--- config.mk ---
export PLATFORM = sky130hd
export DESIGN_NAME = i2s_tx
export DESIGN_NICKNAME = d
export VERILOG_FILES = /design/src/rtl/i2s_tx.sv
export SDC_FILE = /design/constraint.sdc
export NUM_CORES = 1
export LEC_CHECK = 0
export BUFFER_PORTS_ARGS = -buffer_cell sky130_fd_sc_hd__buf_2
export CORE_UTILIZATION = 46
export DETAILED_ROUTE_END_ITERATION = 16
export PLACE_DENSITY = 0.75
export SYNTH_ARGS = -nofsm -noshare
export SYNTH_HDL_FRONTEND = slang
export SYNTH_SLANG_ARGS = --single-unit
export TNS_END_PERCENT = 20
--- constraint.sdc ---
create_clock -name clk -period 4.4 [get_ports clk]
set_clock_uncertainty 0.15 [all_clocks]
set_input_delay 0.66 -clock clk [delete_from_list [all_inputs] [get_ports clk]]
set_output_delay 0.66 -clock clk [all_outputs]
set_load 0.005 [all_outputs]
--- src/rtl/i2s_tx.sv ---
// -----------------------------------------------------------------------------
// i2s_tx - I2S master transmitter (playback path) with Avalon-MM slave front end
//
// The host writes 16-bit stereo samples into a small pair FIFO. The block
// divides clk down to the serial bit clock, frames 64 SCK periods per stereo
// frame (32 per channel) and shifts each sample out MSB-first as a 24-bit word
// ({sample, 8'h00}), delayed one SCK after the WS edge as in standard I2S.
// SD and WS change only when SCK falls, so the DAC samples them on SCK rising.
//
// Ports
//   clk         system clock, everything runs on its rising edge
//   reset       synchronous, active-low reset
//   chipselect  Avalon-MM select
//   read        Avalon-MM read strobe
//   write       Avalon-MM write strobe
//   address     register select (0 left stage, 1 push right, 2 status, 3 ctrl)
//   writedata   write data
//   readdata    registered read data, one clk after chipselect&&read
//   irq         level interrupt, FIFO at or below the low-water mark while enabled
//   SCK         serial bit clock to the DAC
//   WS          word select, 0 = left, 1 = right
//   SD          serial data to the DAC
// -----------------------------------------------------------------------------
module i2s_tx #(
  parameter int DIV        = 8,
  parameter int FIFO_DEPTH = 4,
  parameter int LOW_WATER  = 1
) (
  input  logic        clk,
  input  logic        reset,
  input  logic        chipselect,
  input  logic        read,
  input  logic        write,
  input  logic [2:0]  address,
  input  logic [15:0] writedata,
  output logic [15:0] readdata,
  output logic        irq,
  output logic        SCK,
  output logic        WS,
  output logic        SD
);

  localparam int DW = (DIV > 1) ? $clog2(DIV) : 1;
  localparam int AW = (FIFO_DEPTH > 1) ? $clog2(FIFO_DEPTH) : 1;
  localparam int LW = AW + 1;
  localparam logic [DW-1:0] DIV_LAST  = DW'(DIV - 1);
  localparam logic [LW-1:0] DEPTH_LVL = LW'(FIFO_DEPTH);
  localparam logic [LW-1:0] LOW_LVL   = LW'(LOW_WATER);

  // Bus-side registers
  logic          r_en;
  logic [15:0]   r_left_stage;
  logic          r_ovf;
  logic          r_unf;
  logic [15:0]   r_readdata;
  logic          r_irq;

  // Serial side registers
  logic [DW-1:0] r_div_cnt;
  logic          r_sck;
  logic          r_ws;
  logic          r_sd;
  logic [5:0]    r_bit_cnt;
  logic [23:0]   r_tx_l;
  logic [23:0]   r_tx_r;

  // FIFO storage: each entry is {left, right}
  logic [31:0]   r_mem [FIFO_DEPTH];
  logic [AW-1:0] r_wptr;
  logic [AW-1:0] r_rptr;
  logic [LW-1:0] r_level;

  logic          w_bus_wr;
  logic          w_bus_rd;
  logic          w_push;
  logic          w_push_ok;
  logic          w_pop;
  logic          w_empty;
  logic          w_full;
  logic          w_tick;
  logic          w_fall;
  logic          w_wrap;
  logic          w_underrun;
  logic          w_rd_status;
  logic [5:0]    w_bit_next;
  logic [31:0]   w_head;
  logic [15:0]   w_status;
  logic          w_sd_next;
  logic [4:0]    w_idx_l;
  logic [4:0]    w_idx_r;

  assign w_bus_wr    = chipselect && write;
  assign w_bus_rd    = chipselect && read;
  assign w_push      = w_bus_wr && (address == 3'd1);
  assign w_rd_status = w_bus_rd && (address == 3'd2);
  assign w_empty     = (r_level == {LW{1'b0}});
  assign w_full      = (r_level == DEPTH_LVL);

  // fall is the clk in which SCK goes 1->0; all framing happens there
  assign w_tick      = r_en && (r_div_cnt == DIV_LAST);
  assign w_fall      = w_tick && r_sck;
  assign w_bit_next  = r_bit_cnt + 6'd1;
  assign w_wrap      = w_fall && (w_bit_next == 6'd0);
  assign w_pop       = w_wrap && !w_empty;
  assign w_underrun  = w_wrap && w_empty;
  // A full FIFO still accepts a push when a pop frees a slot in the same clk
  assign w_push_ok   = w_push && (!w_full || w_pop);
  assign w_head      = r_mem[r_rptr];

  assign w_status    = {9'd0, r_ovf, r_unf, w_empty, w_full, 3'(r_level)};

  assign readdata    = r_readdata;
  assign irq         = r_irq;
  assign SCK         = r_sck;
  assign WS          = r_ws;
  assign SD          = r_sd;

  // Select the serial bit for the count being entered: data is delayed one
  // SCK after the WS edge, so bit n of the channel word goes out at count n+1.
  always_comb begin
    w_sd_next = 1'b0;
    w_idx_l   = 5'(6'd24 - w_bit_next);
    w_idx_r   = 5'(6'd56 - w_bit_next);
    if ((w_bit_next >= 6'd1) && (w_bit_next <= 6'd24)) begin
      w_sd_next = r_tx_l[w_idx_l];
    end else if ((w_bit_next >= 6'd33) && (w_bit_next <= 6'd56)) begin
      w_sd_next = r_tx_r[w_idx_r];
    end else begin
      w_sd_next = 1'b0;
    end
  end

  // Register interface: staging, control, sticky flags and read data
  always_ff @(posedge clk) begin
    if (!reset) begin
      r_en         <= 1'b0;
      r_left_stage <= 16'h0000;
      r_ovf        <= 1'b0;
      r_unf        <= 1'b0;
      r_readdata   <= 16'h0000;
    end else begin
      if (w_bus_wr && (address == 3'd0)) begin
        r_left_stage <= writedata;
      end
      if (w_bus_wr && (address == 3'd3)) begin
        r_en <= writedata[0];
      end
      // A flag event in the same clk as the status read wins over the clear
      if (w_push && !w_push_ok) begin
        r_ovf <= 1'b1;
      end else if (w_rd_status) begin
        r_ovf <= 1'b0;
      end
      if (w_underrun) begin
        r_unf <= 1'b1;
      end else if (w_rd_status) begin
        r_unf <= 1'b0;
      end
      if (w_bus_rd) begin
        case (address)
          3'd2:    r_readdata <= w_status;
          3'd3:    r_readdata <= {15'd0, r_en};
          default: r_readdata <= 16'h0000;
        endcase
      end
    end
  end

  // FIFO entry storage; contents are don't-care until pointed at by the read pointer
  always_ff @(posedge clk) begin
    if (reset && w_push_ok) begin
      r_mem[r_wptr] <= {r_left_stage, writedata};
    end
  end

  // FIFO pointers and fill level
  always_ff @(posedge clk) begin
    if (!reset) begin
      r_wptr  <= {AW{1'b0}};
      r_rptr  <= {AW{1'b0}};
      r_level <= {LW{1'b0}};
    end else begin
      if (w_push_ok) begin
        r_wptr <= r_wptr + AW'(1);
      end
      if (w_pop) begin
        r_rptr <= r_rptr + AW'(1);
      end
      case ({w_push_ok, w_pop})
        2'b10:   r_level <= r_level + LW'(1);
        2'b01:   r_level <= r_level - LW'(1);
        default: r_level <= r_level;
      endcase
    end
  end

  // Bit clock divider, frame counter, word select, serial data and frame load
  always_ff @(posedge clk) begin
    if (!reset) begin
      r_div_cnt <= {DW{1'b0}};
      r_sck     <= 1'b0;
      r_ws      <= 1'b0;
      r_sd      <= 1'b0;
      r_bit_cnt <= 6'd0;
      r_tx_l    <= 24'h000000;
      r_tx_r    <= 24'h000000;
    end else if (!r_en) begin
      // Parked so that re-enabling starts a clean frame at count 0
      r_div_cnt <= {DW{1'b0}};
      r_sck     <= 1'b0;
      r_ws      <= 1'b0;
      r_sd      <= 1'b0;
      r_bit_cnt <= 6'd0;
      r_tx_l    <= 24'h000000;
      r_tx_r    <= 24'h000000;
    end else begin
      if (w_tick) begin
        r_div_cnt <= {DW{1'b0}};
        r_sck     <= ~r_sck;
      end else begin
        r_div_cnt <= r_div_cnt + DW'(1);
      end
      if (w_fall) begin
        r_bit_cnt <= w_bit_next;
        r_ws      <= w_bit_next[5];
        r_sd      <= w_sd_next;
      end
      if (w_pop) begin
        r_tx_l <= {w_head[31:16], 8'h00};
        r_tx_r <= {w_head[15:0], 8'h00};
      end else if (w_underrun) begin
        r_tx_l <= 24'h000000;
        r_tx_r <= 24'h000000;
      end
    end
  end

  // Low-water interrupt, one clk behind the level it reflects
  always_ff @(posedge clk) begin
    if (!reset) begin
      r_irq <= 1'b0;
    end else begin
      r_irq <= r_en && (r_level <= LOW_LVL);
    end
  end

endmodule

==> results.cfg <==
[clocking]
cts_tree = built
worstSkewPairLatency_ns = 0.52
post_cts_resized = 0
tritoncts.num_buffers = 22
clock_sinks = 207
post_cts_buffers = 0
cts_hold_buf = 0
clkTransAtPathRegs_ns = 0.06
cts.htree.levels = 1
cts_max_path_buffers = 3
cts_root_buf = clkbuf_16

[critical_path]
worst_setup_path_end_kind = flop
cp_slowest_cell = dfxtp_1
setup.worst_path.class = reg2reg
critical_path_arrival_ns = 3.80
required_ns = 4.67
timing.rr.end = SD
critical-path-max-stage-delay_ns = 0.78
cp_max_fo = 18
reg2reg_from = r_bit_cnt[0]
critPathLaunchType = flop
r2r_cells = 8
path_cells = inv_1, ha_1, and4bb_2, a211oi_1, nor3_1, o41ai_1, o21ai_1, a22oi_1
regToRegSetupSlack_ns = 0.88

[layout]
antennaDiodeCount = 0
postLayoutCellArea_sq_um = 9490
area_growth_pct = 12.5
final_layout_size_suffix_gt1_share_pct = 19.3
nets = 677
multi_input_area_sq_um = 2770
final_common_cell = edfxtp_1
area.sequential_sq_um = 5430
utilization_pct = 52.8
final_cell_mix = edfxtp_1, nand2_1, dfxtp_1
num-fill-cells = 1443

[power]
power_switching_share_pct = 19.9
p_per_area_nw_per_um2 = 410
internal-power_mw = 3.12
p_leak_nw = 3.11
clockPowerShare_pct = 45.9
seqPwrFrac_pct = 52.8
switchingPower_uw = 774
combPwrFrac_pct = 1.3
ir_worst_vdd_v = 0.000321

[routing]
routedWlPerCell_um = 18.1
firstDrtPassIters = 4
drt_iter0_markers = 363
vias_per_cell = 5.59
drc_errors = 0
num_vias = 4953
drt.antenna.violating_nets = 0
drt_wl_total_um = 16000

[logic_synthesis]
synth_ff_type = edfxtp_1
synth-edff-count = 128
ys_warn_count = 0
synth-seq-area-share_pct = 64.3
syn_area_per_cell_sq_um = 13.8
synthCells = 613
ys_types = 52
synth_seq_cells = 207
async_flop_share_pct = 0
synth_top_area_share_pct = 45.5
yosys-top-cells-area = edfxtp_1, dfxtp_1, mux4_2
synth_area_sq_um = 8440
synth_area_leader_cell = edfxtp_1

[floorplanning]
coreArea_sq_um = 18000
die_area_sq_um = 18900
die_w_um = 137
io_pins = 44
chipHeight_um = 137
rows = 49
start_util_pct = 47.0

[timing]
timing.final.crit_share_pct = 80.0
finalHoldViolations = 0
worstMarginPinSlew_ns = 1.11
max_slew_margin_pct = 25.6
slew_viol_final = 0
finalSetupViolCount = 0
max_freq_mhz = 284
final.min_clock_period_ns = 3.52
setup_tns_ns = 0
rsz0062_at_grt = no

[global_route]
grt_max_degree = 42
overflow = 0
antenna_found_initial = 0
grt_pass1_vias = 4952
grt_pass1_wl_um = 26000
grt_usage_pct = 18.0

[min_path]
holdCritStartpoint = writedata[15]
hold_path_depth = 1
min_to = r_mem[3][15]
hold_path.class = in2reg

[placed_design]
postPlaceCellArea_sq_um = 8770
port_buffers = 34
gp_congestion = 0.840
dp_hpwl_um = 10300

[status]
status = finished clean

[run]
drv_cap = 0
cells by family (layout without fill, tap and decap cells):
logic type,after synthesis,in the layout,share of synthesized area [%]
AO/OA/AOI/OAI,93,93,7.09
flip-flops,207,207,64.3
XOR/XNOR,13,13,1.51
adder cells (fa/ha/maj),12,12,1.78
buffers and inverters,59,95,3.44
multiplexers,47,47,11.5
AND/OR/NAND/NOR,181,181,10.3
other,1,9,0.0444
synth_stat cells (all sizes together), types with 2 or more instances:
master and instances:
a211o 2, nand4 5, xor2 3, nor4 2, ha 12, nor3 9
a211oi 3, inv 11, a31oi 2, nand2b 3, and2 9, o21ai 9
nor3b 3, nand3 36, edfxtp 128, nor2b 9, buf 30, nor2 9
xnor2 9, dfxtp 79, o311ai 2, mux4 40, a21oi 40, nand2 80
o211ai 2, or4 3, a21boi 18, mux2i 6, a22oi 6, or3 3
clkbuf 18, a32oi 2, and3 7
cell type report:
class / instances / area share, %
sequential: 207 / 57.2
clock buffer: 28 / 6.46
timing repair buffer: 44 / 2.58
multi-input combinational: 355 / 29.1
tap: 229 / 3.02
clock inverter: 12 / 1.17
inverter: 11 / 0.435
power by group through the flow:
stage	Sequential, mW	Combinational (mW)	Clock, mW
after floorplan	2.10	0.0282	0
after global placement	2.10	0.0485	0
after detailed placement	2.10	0.0509	0
after CTS	2.06	0.0509	1.82
after global routing	2.06	0.0567	1.90
final	2.06	0.0505	1.79
critical path: cells and delay by family, from the launching register on:
family / cells / cell delay (ns)
DFF: 1 / 0.78
AOI/OAI and AO/OA: 4 / 1.07
and+or+nand+nor: 2 / 0.42
adders and majority gates: 1 / 0.74
buffers and inverters: 1 / 0.27
worst max path at each step:
stage / start / end / slack (ns) / cells after the start
2_1_floorplan: r_div_cnt[0] / r_mem[0][0] / 1.41 / 8
3_3_place_gp: r_bit_cnt[0] / SD / 1.09 / 8
3_5_place_dp: r_bit_cnt[0] / SD / 0.95 / 8
4_1_cts: r_bit_cnt[0] / SD / 0.92 / 8
5_1_grt: r_bit_cnt[0] / SD / 0.54 / 8
6_report: r_bit_cnt[0] / SD / 0.88 / 8
state kept, by name, summed over array words and instances, names as in the netlist, named ones only:
| signal | count |
|---|---|
| r_mem | 128 |
| r_left_stage | 16 |
| r_tx_l | 16 |
| r_tx_r | 16 |
| readdata | 7 |
| r_bit_cnt | 5 |
| r_div_cnt | 3 |
| r_level | 3 |
| r_rptr | 2 |
| r_wptr | 2 |
| SCK | 1 |
| SD | 1 |
| WS | 1 |
| irq | 1 |
| r_en | 1 |
| r_ovf | 1 |
| r_unf | 1 |
routing by layer:
layer	up-vias	track usage, %	wire length [um]
li1	2328	-	-
met3	34	3.27	995
met2	155	29.7	7700
met4	0	4.95	356
met1	2436	24.4	6990
met5	-	0	0
metrics by stage:
stage / power, mW / hold slack, ns / cells / setup slack [ns]
after floorplan: 2.13 / 0.254 / 621 / 1.41
after global placement: 2.15 / 0.263 / 846 / 1.09
after detailed placement: 2.15 / 0.290 / 846 / 0.950
after CTS: 3.93 / 0.205 / 886 / 0.921
after global routing: 4.01 / 0.203 / 886 / 0.545
final: 3.89 / 0.222 / 886 / 0.878
No activity file was read; power rests on OpenSTA's default activity.
